## config.mk

```make
export PLATFORM = sky130hd
export DESIGN_NAME = iot_block_tx_flat
export DESIGN_NICKNAME = d
export VERILOG_FILES = /design/src/rtl/iot_block_tx_if.sv /design/src/rtl/iot_block_tx.sv /design/src/flat_wrapper.sv
export SDC_FILE = /design/constraint.sdc
export NUM_CORES = 1
export LEC_CHECK = 0
export ABC_CLOCK_PERIOD_IN_PS = 10200
export CORE_UTILIZATION = 40
export DETAILED_ROUTE_END_ITERATION = 10
export PLACE_DENSITY = 0.58
export RECOVER_POWER = 25
export SLEW_MARGIN = 30
export SYNTH_ARGS = -nofsm -noshare
export SYNTH_HDL_FRONTEND = slang
export SYNTH_SLANG_ARGS = --single-unit
```

## constraint.sdc

```tcl
create_clock -name clk -period 10.2 [get_ports clk]
set_clock_uncertainty 0.2 [all_clocks]
set_input_delay 2.04 -clock clk [delete_from_list [all_inputs] [get_ports clk]]
set_output_delay 2.04 -clock clk [all_outputs]
set_load 0.01 [all_outputs]
```

## src/rtl/iot_block_tx_if.sv

```systemverilog
// ---------------------------------------------------------------------------
// iot_block_tx_if
// Bundles the upstream block handshake and the IOT engine byte-stream
// signals of iot_block_tx into a single interface.
//
// Signals
//   blk_valid  upstream block offered
//   blk_data   128-bit upstream block, bits[7:0] sent first
//   blk_ready  transmitter FIFO can accept a block
//   cfg_fn     requested engine function code
//   in_en      byte strobe to the engine
//   iot_in     byte to the engine
//   fn_sel     registered function code presented to the engine
//   busy       engine back-pressure
//   valid      engine result pulse
//   all_done   nothing queued, nothing sending, no result outstanding
//   err_unexp  sticky flag: result pulse seen with nothing outstanding
//
// Modports
//   master  host / harness side: drives blocks, config and engine responses
//   slave   the transmitter itself
// ---------------------------------------------------------------------------
interface iot_block_tx_if;
  logic         blk_valid;
  logic [127:0] blk_data;
  logic         blk_ready;
  logic [2:0]   cfg_fn;
  logic         in_en;
  logic [7:0]   iot_in;
  logic [2:0]   fn_sel;
  logic         busy;
  logic         valid;
  logic         all_done;
  logic         err_unexp;

  modport master (
    output blk_valid, blk_data, cfg_fn, busy, valid,
    input  blk_ready, in_en, iot_in, fn_sel, all_done, err_unexp
  );

  modport slave (
    input  blk_valid, blk_data, cfg_fn, busy, valid,
    output blk_ready, in_en, iot_in, fn_sel, all_done, err_unexp
  );
endinterface

```

## src/rtl/iot_block_tx.sv

```systemverilog
// ---------------------------------------------------------------------------
// iot_block_tx
// Host-side transmitter for the IOT byte-stream interface. Accepts 128-bit
// blocks from an upstream source into a small FIFO and serialises each one
// as 16 bytes (least significant byte first) on in_en/iot_in towards the IOT
// data-filter engine. A block only starts while the engine is not busy; once
// started it always runs to completion. A fixed idle gap separates blocks.
// Results still owed by the engine are counted so the host can tell when
// everything has drained (all_done) or when the engine misbehaved
// (err_unexp).
//
// Parameters
//   FIFO_DEPTH  block FIFO entries (power of 2, >= 2)
//   MIN_GAP     idle cycles between the last byte of a block and the first
//               byte of the next (>= 1)
//   MAX_OUTST   saturation limit of the outstanding-result counter
//
// Ports
//   clk   single clock, all state on the rising edge
//   rst   asynchronous active-low reset (0 = reset)
//   bus   iot_block_tx_if.slave: block handshake + engine stream signals
// ---------------------------------------------------------------------------
module iot_block_tx #(
  parameter int FIFO_DEPTH = 2,
  parameter int MIN_GAP    = 1,
  parameter int MAX_OUTST  = 7
) (
  input logic           clk,
  input logic           rst,
  iot_block_tx_if.slave bus
);

  localparam int PW = (FIFO_DEPTH > 1) ? $clog2(FIFO_DEPTH) : 1;
  localparam int CW = $clog2(FIFO_DEPTH + 1);
  localparam int GW = (MIN_GAP > 1) ? $clog2(MIN_GAP) : 1;
  localparam int OW = $clog2(MAX_OUTST + 1);

  localparam logic [CW-1:0] FIFO_FULL_CNT = CW'(FIFO_DEPTH);
  localparam logic [GW-1:0] GAP_LAST      = GW'(MIN_GAP - 1);
  localparam logic [OW-1:0] OUTST_MAX     = OW'(MAX_OUTST);

  typedef enum logic [1:0] {
    IDLE = 2'd0,
    SEND = 2'd1,
    GAP  = 2'd2
  } state_t;

  // Block FIFO storage and bookkeeping
  logic [127:0]  mem [FIFO_DEPTH];
  logic [PW-1:0] wr_ptr;
  logic [PW-1:0] rd_ptr;
  logic [CW-1:0] fifo_cnt;
  logic [CW-1:0] fifo_cnt_nxt;
  logic          fifo_empty;
  logic          fifo_full;
  logic          push;
  logic          pop;

  // Sequencer state
  state_t        state;
  state_t        state_nxt;
  logic [4:0]    byte_cnt;
  logic [4:0]    byte_cnt_nxt;
  logic [GW-1:0] gap_cnt;
  logic [GW-1:0] gap_cnt_nxt;
  logic [119:0]  shift_q;
  logic [119:0]  shift_nxt;
  logic          start;
  logic          block_end;

  // Registered outputs and status
  logic          in_en_q;
  logic          in_en_nxt;
  logic [7:0]    iot_in_q;
  logic [7:0]    iot_in_nxt;
  logic [2:0]    fn_sel_q;
  logic [2:0]    fn_sel_nxt;
  logic [OW-1:0] outst;
  logic [OW-1:0] outst_nxt;
  logic          err_q;
  logic          err_nxt;
  logic          all_done_q;
  logic          all_done_nxt;

  assign fifo_empty = (fifo_cnt == '0);
  assign fifo_full  = (fifo_cnt == FIFO_FULL_CNT);

  // A full FIFO refuses a push even when a pop happens in the same cycle,
  // so blk_ready never depends on the sequencer.
  assign push          = bus.blk_valid && !fifo_full;
  assign pop           = start;
  assign bus.blk_ready = !fifo_full;

  assign bus.in_en     = in_en_q;
  assign bus.iot_in    = iot_in_q;
  assign bus.fn_sel    = fn_sel_q;
  assign bus.all_done  = all_done_q;
  assign bus.err_unexp = err_q;

  // Sequencer next-state logic. byte_cnt counts bytes already presented,
  // so the value 16 marks the cycle in which byte 15 is on the wire.
  // shift_q holds the not-yet-sent bytes 1..15 of the current block.
  // The last gap cycle may launch the next block directly, which keeps the
  // idle spacing between blocks at exactly MIN_GAP cycles.
  always_comb begin
    state_nxt    = state;
    byte_cnt_nxt = byte_cnt;
    gap_cnt_nxt  = gap_cnt;
    shift_nxt    = shift_q;
    in_en_nxt    = 1'b0;
    iot_in_nxt   = iot_in_q;
    start        = 1'b0;
    block_end    = 1'b0;

    case (state)
      IDLE: begin
        start = !fifo_empty && !bus.busy;
      end
      SEND: begin
        if (byte_cnt == 5'd16) begin
          block_end    = 1'b1;
          state_nxt    = GAP;
          gap_cnt_nxt  = '0;
          byte_cnt_nxt = '0;
        end else begin
          in_en_nxt    = 1'b1;
          iot_in_nxt   = shift_q[7:0];
          shift_nxt    = {8'h00, shift_q[119:8]};
          byte_cnt_nxt = byte_cnt + 5'd1;
        end
      end
      GAP: begin
        if (gap_cnt == GAP_LAST) begin
          start = !fifo_empty && !bus.busy;
          if (!start) begin
            state_nxt = IDLE;
          end
        end else begin
          gap_cnt_nxt = gap_cnt + GW'(1);
        end
      end
      default: begin
        state_nxt = IDLE;
      end
    endcase

    if (start) begin
      state_nxt    = SEND;
      in_en_nxt    = 1'b1;
      iot_in_nxt   = mem[rd_ptr][7:0];
      shift_nxt    = mem[rd_ptr][127:8];
      byte_cnt_nxt = 5'd1;
      gap_cnt_nxt  = '0;
    end
  end

  // Outstanding-result tracking, function select and drain status.
  // A block finishing in the same cycle as a result pulse cancels out.
  // fn_sel only follows cfg_fn when the engine is fully quiet, because the
  // engine keeps reading it while it computes.
  always_comb begin
    outst_nxt  = outst;
    err_nxt    = err_q;
    fn_sel_nxt = fn_sel_q;

    if (block_end && !bus.valid) begin
      if (outst != OUTST_MAX) begin
        outst_nxt = outst + OW'(1);
      end
    end else if (!block_end && bus.valid) begin
      if (outst == '0) begin
        err_nxt = 1'b1;
      end else begin
        outst_nxt = outst - OW'(1);
      end
    end

    if (state == IDLE && fifo_empty && outst == '0) begin
      fn_sel_nxt = bus.cfg_fn;
    end

    fifo_cnt_nxt = fifo_cnt + CW'(push) - CW'(pop);
    all_done_nxt = (state_nxt == IDLE) && (fifo_cnt_nxt == '0) && (outst_nxt == '0);
  end

  // FIFO payload storage; contents are meaningless after reset because the
  // pointers and occupancy are cleared.
  always_ff @(posedge clk) begin
    if (push) begin
      mem[wr_ptr] <= bus.blk_data;
    end
  end

  // State register for the sequencer, FIFO pointers and registered outputs.
  always_ff @(posedge clk or negedge rst) begin
    if (!rst) begin
      state      <= IDLE;
      byte_cnt   <= '0;
      gap_cnt    <= '0;
      shift_q    <= '0;
      in_en_q    <= 1'b0;
      iot_in_q   <= 8'h00;
      fn_sel_q   <= 3'b000;
      outst      <= '0;
      err_q      <= 1'b0;
      all_done_q <= 1'b1;
      wr_ptr     <= '0;
      rd_ptr     <= '0;
      fifo_cnt   <= '0;
    end else begin
      state      <= state_nxt;
      byte_cnt   <= byte_cnt_nxt;
      gap_cnt    <= gap_cnt_nxt;
      shift_q    <= shift_nxt;
      in_en_q    <= in_en_nxt;
      iot_in_q   <= iot_in_nxt;
      fn_sel_q   <= fn_sel_nxt;
      outst      <= outst_nxt;
      err_q      <= err_nxt;
      all_done_q <= all_done_nxt;
      fifo_cnt   <= fifo_cnt_nxt;
      if (push) begin
        wr_ptr <= wr_ptr + PW'(1);
      end
      if (pop) begin
        rd_ptr <= rd_ptr + PW'(1);
      end
    end
  end

endmodule

```

## src/flat_wrapper.sv

```systemverilog
// flat-port wrapper written by rule: the top's interface ports become plain ports
module iot_block_tx_flat 
#(
  parameter int FIFO_DEPTH = 2,
  parameter int MIN_GAP    = 1,
  parameter int MAX_OUTST  = 7
)
  (clk, rst, bus_blk_valid, bus_blk_data, bus_cfg_fn, bus_busy, bus_valid, bus_blk_ready, bus_in_en, bus_iot_in, bus_fn_sel, bus_all_done, bus_err_unexp);
  iot_block_tx_if bus_i ();
  input logic clk;
  input logic rst;
  input wire logic [$bits(bus_i.blk_valid)-1:0] bus_blk_valid;
  input wire logic [$bits(bus_i.blk_data)-1:0] bus_blk_data;
  input wire logic [$bits(bus_i.cfg_fn)-1:0] bus_cfg_fn;
  input wire logic [$bits(bus_i.busy)-1:0] bus_busy;
  input wire logic [$bits(bus_i.valid)-1:0] bus_valid;
  output wire logic [$bits(bus_i.blk_ready)-1:0] bus_blk_ready;
  output wire logic [$bits(bus_i.in_en)-1:0] bus_in_en;
  output wire logic [$bits(bus_i.iot_in)-1:0] bus_iot_in;
  output wire logic [$bits(bus_i.fn_sel)-1:0] bus_fn_sel;
  output wire logic [$bits(bus_i.all_done)-1:0] bus_all_done;
  output wire logic [$bits(bus_i.err_unexp)-1:0] bus_err_unexp;
  assign bus_i.blk_valid = bus_blk_valid;
  assign bus_i.blk_data = bus_blk_data;
  assign bus_i.cfg_fn = bus_cfg_fn;
  assign bus_i.busy = bus_busy;
  assign bus_i.valid = bus_valid;
  assign bus_blk_ready = bus_i.blk_ready;
  assign bus_in_en = bus_i.in_en;
  assign bus_iot_in = bus_i.iot_in;
  assign bus_fn_sel = bus_i.fn_sel;
  assign bus_all_done = bus_i.all_done;
  assign bus_err_unexp = bus_i.err_unexp;
  iot_block_tx #(.FIFO_DEPTH(FIFO_DEPTH), .MIN_GAP(MIN_GAP), .MAX_OUTST(MAX_OUTST)) u_core (.clk(clk), .rst(rst), .bus(bus_i));
endmodule
```

; ---- Word-level counts from Yosys, hierarchy flattened
; Memory sizes are Yosys's and may differ from the RTL's.
; Index checks and enable logic that the tools add are counted.
[totals]
reg_bits = 149
ramBits = 256
inputBits = 136
elab_cells = 85
n_memories = 1
[mem_list]
columns = memory, words, word_bits, read_ports, rd_clocked_by_memory_dff, wr, line_no
row1 = u_core.mem, 2, 128, 1, 0, 1, iot_block_tx.sv:49  ; logic [127:0] mem [FIFO_DEPTH];
[classes]
n_addsub = 8
n_eq_ne = 7
muxes = 31
n_bitwise = 1
reduce_logical = 24
[ops]
columns = operator, count
row1 = $mux 120, 3
row2 = $mux 8, 3
row3 = $mux 5, 3
row4 = $mux 3, 4
row5 = $mux 1, 11
row6 = $logic_and 1x1->1, 8
row7 = $logic_not 2->1, 4
row8 = $mux 2, 4
row9 = $logic_not 3->1, 2
row10 = $pmux 2 s3, 1
row11 = $add 5x1->5 const B, 1
row12 = $eq 5x5->1 const B, 1
row13 = $logic_not 1->1, 5
row14 = $eq 2x2->1 const B, 2
row15 = $pmux 1 s2, 2
row16 = $reduce_and 2->1, 2
row17 = $add 1x1->1 const B, 3
row18 = $add 3x1->3 const B, 1
row19 = $ne 3x1->1 const B, 1
row20 = $ne 3x3->1 const B, 1
row21 = $reduce_and 3->1, 1
row22 = $reduce_bool 3->1, 1
row23 = $sub 3x1->3 const B, 1
row24 = $add 2x1->2, 1
row25 = other kinds (5), 5

; ---- Longest topological paths before layout
[logic_depth]
ltp_word = 10
ltp_mapped = 12
ltp_nobuf = 11

; ---- Worst setup path after synthesis
; No wires, ideal clock.
[synth_path]
path_type = input -> register
start = input bus_blk_valid
end = memory u_core.mem[0][0] (enable)
t_arrival_ns = 7.449
path_slack_ns = 1.934
cell_stages = 2
path_buffers = 0
path_cell_list = nand2_1 > nor2_1
[synth_via]
elab_chain_cells = 3
[synth_rtl]
columns = element, line_no
row1 = from (decl), flat_wrapper.sv:12  ; input wire logic [$bits(bus_i.blk_valid)-1:0] bus_blk_valid;
row2 = $logic_and 1x1->1, iot_block_tx.sv:90  ; assign push = bus.blk_valid && !fifo_full;
row3 = $mux 1, iot_block_tx.sv:189  ; if (push) begin
row4 = $mux 1 (not written as such), iot_block_tx.sv:190  ; mem[wr_ptr] <= bus.blk_data;
row5 = to (decl), iot_block_tx.sv:49
; Every way passes these cells.

; ---- Final worst setup path
[layout_path]
start = input bus_busy
end = register u_core.shift_q[23]
[layout_via]
elab_chain_cells = 6
word_cells_on_any_way = 8
[layout_rtl]
columns = element, line_no
row1 = from (decl), flat_wrapper.sv:15  ; input wire logic [$bits(bus_i.busy)-1:0] bus_busy;
row2 = $logic_not 1->1 (*), "iot_block_tx.sv:117, iot_block_tx.sv:134"
row3 = $logic_and 1x1->1 (*), "iot_block_tx.sv:117, iot_block_tx.sv:134"
row4 = $mux 1, iot_block_tx.sv:133  ; if (gap_cnt == GAP_LAST) begin
row5 = $pmux 1 s2 (*), iot_block_tx.sv:115  ; case (state)
row6 = named net u_core.pop, iot_block_tx.sv:57  ; logic pop;
row7 = $ne 2x1->1 (no source line) / $reduce_bool 2->1 (equally long branches), n/a
row8 = $reduce_and 2->1 (no source line), n/a
row9 = to (signal assigned), iot_block_tx.sv:214  ; shift_q <= shift_nxt;
row10 = to (decl), iot_block_tx.sv:66  ; logic [119:0] shift_q;
; Mark *: on every way through the listed nets, which the timed path passes. The rest lies on a longest branch.
; A chain may end at the register's enable or synchronous reset.

==> impl_metrics.ini <==
[run_status]
status = completed

[sta]
fin_ws_ps = 5310
worst_pin_slew_ps = 880
hold_viol = 0
fmax_mhz = 205
setup_viol = 0
slew_violations = 0
relSlewSlack_pct = 41.4
layout_min_cycle_time_ps = 4890
tns_ps = 0
rsz0062_at_grt = false
fin_crit_sh_pct = 47.9

[setup_path]
path_class = primary input to flop
worstPathRequired_ps = 10420
crit_fanout = 76
worstSetupStartpointType = primary input
critPathMaxStageDelay_ps = 690
worstSetupEndpointType = flop
slowest_stage = buf_4
crit_arrival_ps = 5110
crit_chain = clkdlybuf4s50_1 > or3_4 > clkinv_2 > nor2_4 > buf_16 > buf_4 > inv_1 > o221a_2
critPathTopFamily = buffers and inverters
critPathBufInv = 5

[grt]
antenna_found_initial = 3
grt_pass1_vias = 8520
overflow = 0
grt_pass1_wl_um = 50200
grt_max_degree = 109
track_usage_pct = 17.1

[floorplan]
die_h_um = 197
fp.dieW_um = 197
die-area_um2 = 38800
core_um2 = 37500
initial_core_util_pct = 40.6
rows = 71
io_pins = 151

[finish]
final_core_util_pct = 49.7
num-nets-final = 1219
drive_gt1_share_pct = 8.74
area_delta_synth_final_pct = 22.5

[power_and_ir_drop]
p_per_area_nw_per_um2 = 297
vdd_ir_drop_max_mv = 0.142
intPower_uw = 3840
p_sw_share_pct = 30.7
clockPowerShare_pct = 26.8
seq_power_share_pct = 46.4
p_leak_uw = 0.00720
combPwrFrac_pct = 26.8
p_switching_uw = 1700

[yosys]
yosys.cell_types.count = 37
netlist_instances = 927
syn_nets = 1070
synthSimpleGateAreaFrac_pct = 4.61
yosysSeqAreaShare_pct = 74.9
mappedNetlistArea_um2 = 15200
synth_area_per_cell_um2 = 16.4
synth-adder-area-share_pct = 0.576
ys_warn_count = 0
muxShareOfSynthArea_pct = 8.65
synth-seq-cells = 404
synth_xor_area_share_pct = 0.346
synth_compound_area_share_pct = 8.98
synth_top_family_by_area = compound AO/OA/AOI/OAI gates

[clocking]
cts_root_buf = clkbuf_16
hold_buffers = 0
cts.sinks = 404
cts_tree = built
path_clk_slew_ps = 60
cts_max_path_buffers = 3
htreeDepth = 2
post_cts_buffers = 0
worstSkewPairLatency_ps = 540
cts_made_buffers = 42
ctsResizeCount = 0

[route]
ant_nets = 0
drt_pass1_iterations = 5
wl_per_cell_um = 20.1
viasPerCell = 5.14
wirelength_um = 32600
initialDrtViolationCount = 638
drc = 0
via_count = 8342

[job]
maxCapViolations = 0

[worst_hold_path]
hp-class = flop to flop

[placement]
numPortBuffers = 150
gp_congestion = 0.727
dp_slack_ps = 4730
hpwlAfterDp_um = 20300
-- cell usage after synthesis (all sizes together) --
cell | instances | area (um^2)
nand4 | 1 | 6.26
dfstp | 1 | 26.3
o311ai | 1 | 8.76
nand3 | 10 | 50.1
buf | 20 | 101
o221a | 4 | 45.0
dfrtp | 147 | 3680
a31oi | 2 | 12.5
ha | 7 | 87.6
a22o | 1 | 10.0
a21oi | 2 | 10.0
nand3b | 1 | 20.0
nor4 | 1 | 12.5
clkbuf | 38 | 143
nor3b | 3 | 22.5
nor2b | 2 | 12.5
nand2 | 10 | 37.5
a221o | 116 | 1160
inv | 11 | 41.3
xnor2 | 6 | 52.6
mux2 | 3 | 33.8
edfxtp | 256 | 7690
nor2 | 127 | 479
nand2b | 3 | 18.8
o21ai | 14 | 70.1
o31ai | 1 | 7.51
or3 | 3 | 23.8
a31o | 2 | 17.5
clkinv | 1 | 5.00
and3 | 2 | 17.5
mux2i | 128 | 1280
a211oi | 3 | 22.5
-- power by group through the flow --
stage | Clock, uW | Sequential (uW) | Combinational [uW]
2_1_floorplan | 0 | 2520 | 1090
3_3_place_gp | 0 | 2590 | 1470
3_5_place_dp | 0 | 2600 | 1530
4_1_cts | 1520 | 2570 | 1530
5_1_grt | 1580 | 2620 | 1640
6_report | 1480 | 2570 | 1480
-- cell type report --
class	count	area, um^2
timing repair buffer	163	1650
clock buffer	55	1130
multi-input combinational	453	3540
antenna	2	5.00
clock inverter	23	215
fill	3237	18900
tap	511	639
sequential	404	11400
inverter	12	46.3
-- logic make-up after synthesis --
kind of cell    after synthesis
compound gates              146
buf+inv                      70
fa+ha+maj                     7
simple gates                163
flops                       404
xor+xnor                      6
mux                         131
-- state kept, by name, indices dropped and copies added (netlist names) --
name / count
u_core.outst: 3
u_core.bus.err_unexp: 1
u_core.wr_ptr: 1
u_core.fifo_cnt: 2
u_core.bus.in_en: 1
u_core.mem: 256
u_core.byte_cnt: 5
u_core.bus.fn_sel: 3
u_core.shift_q: 120
u_core.bus.all_done: 1
u_core.rd_ptr: 1
u_core.state: 2
u_core.bus.iot_in: 8
-- path summary, 6_finish.rpt --
path	startpoint	to	cells after the start	slack, ps
max	bus_busy	u_core.shift_q[23]$_DFFE_PN0P_	8	5310
min	u_core.bus.err_unexp$_DFFE_PN0P_	u_core.bus.err_unexp$_DFFE_PN0P_	1	270
max reg2reg	u_core.fifo_cnt[1]$_DFF_PN0_	u_core.shift_q[23]$_DFFE_PN0P_	8	6720
min reg2reg	u_core.bus.err_unexp$_DFFE_PN0P_	u_core.bus.err_unexp$_DFFE_PN0P_	1	270
max in group asynchronous	rst	u_core.rd_ptr$_DFFE_PN0P_	2	7090
min in group asynchronous	rst	u_core.outst[2]$_DFF_PN0_	1	1390
-- layer usage --
metal  track usage (%)  wire length, um
met1              24.8            15200
met2              26.4            15200
met3              2.94             1460
met4              4.91              715
met5                 0                0
-- metrics by stage --
step,instances,power [uW],cell area (um^2),hold WS [ps]
floorplan,927,3610,15200,261
global placement,1541,4060,17200,257
detailed placement,1543,4120,17300,259
CTS,1621,5630,18600,280
global route,1621,5840,18600,289
finish,1623,5540,18600,274
-- cell usage in the layout (no fill, tap or decap), types with 4 or more instances in the layout --
| master | n |
|---|---|
| edfxtp_1 | 256 |
| dfrtp_1 | 146 |
| mux2i_1 | 128 |
| nor2_1 | 124 |
| a221o_1 | 116 |
| dlygate4sd3_1 | 102 |
| clkdlybuf4s50_1 | 47 |
| clkbuf_16 | 42 |
| o21ai_0 | 13 |
| inv_1 | 11 |
| nand2_1 | 10 |
| nand3_1 | 10 |
| clkbuf_1 | 10 |
| clkinv_2 | 8 |
| buf_4 | 8 |
| ha_1 | 7 |
| xnor2_1 | 6 |
| clkinv_1 | 6 |
| o221a_2 | 4 |
| inv_6 | 4 |
| clkbuf_8 | 4 |
(Power assumes the default switching activity.)
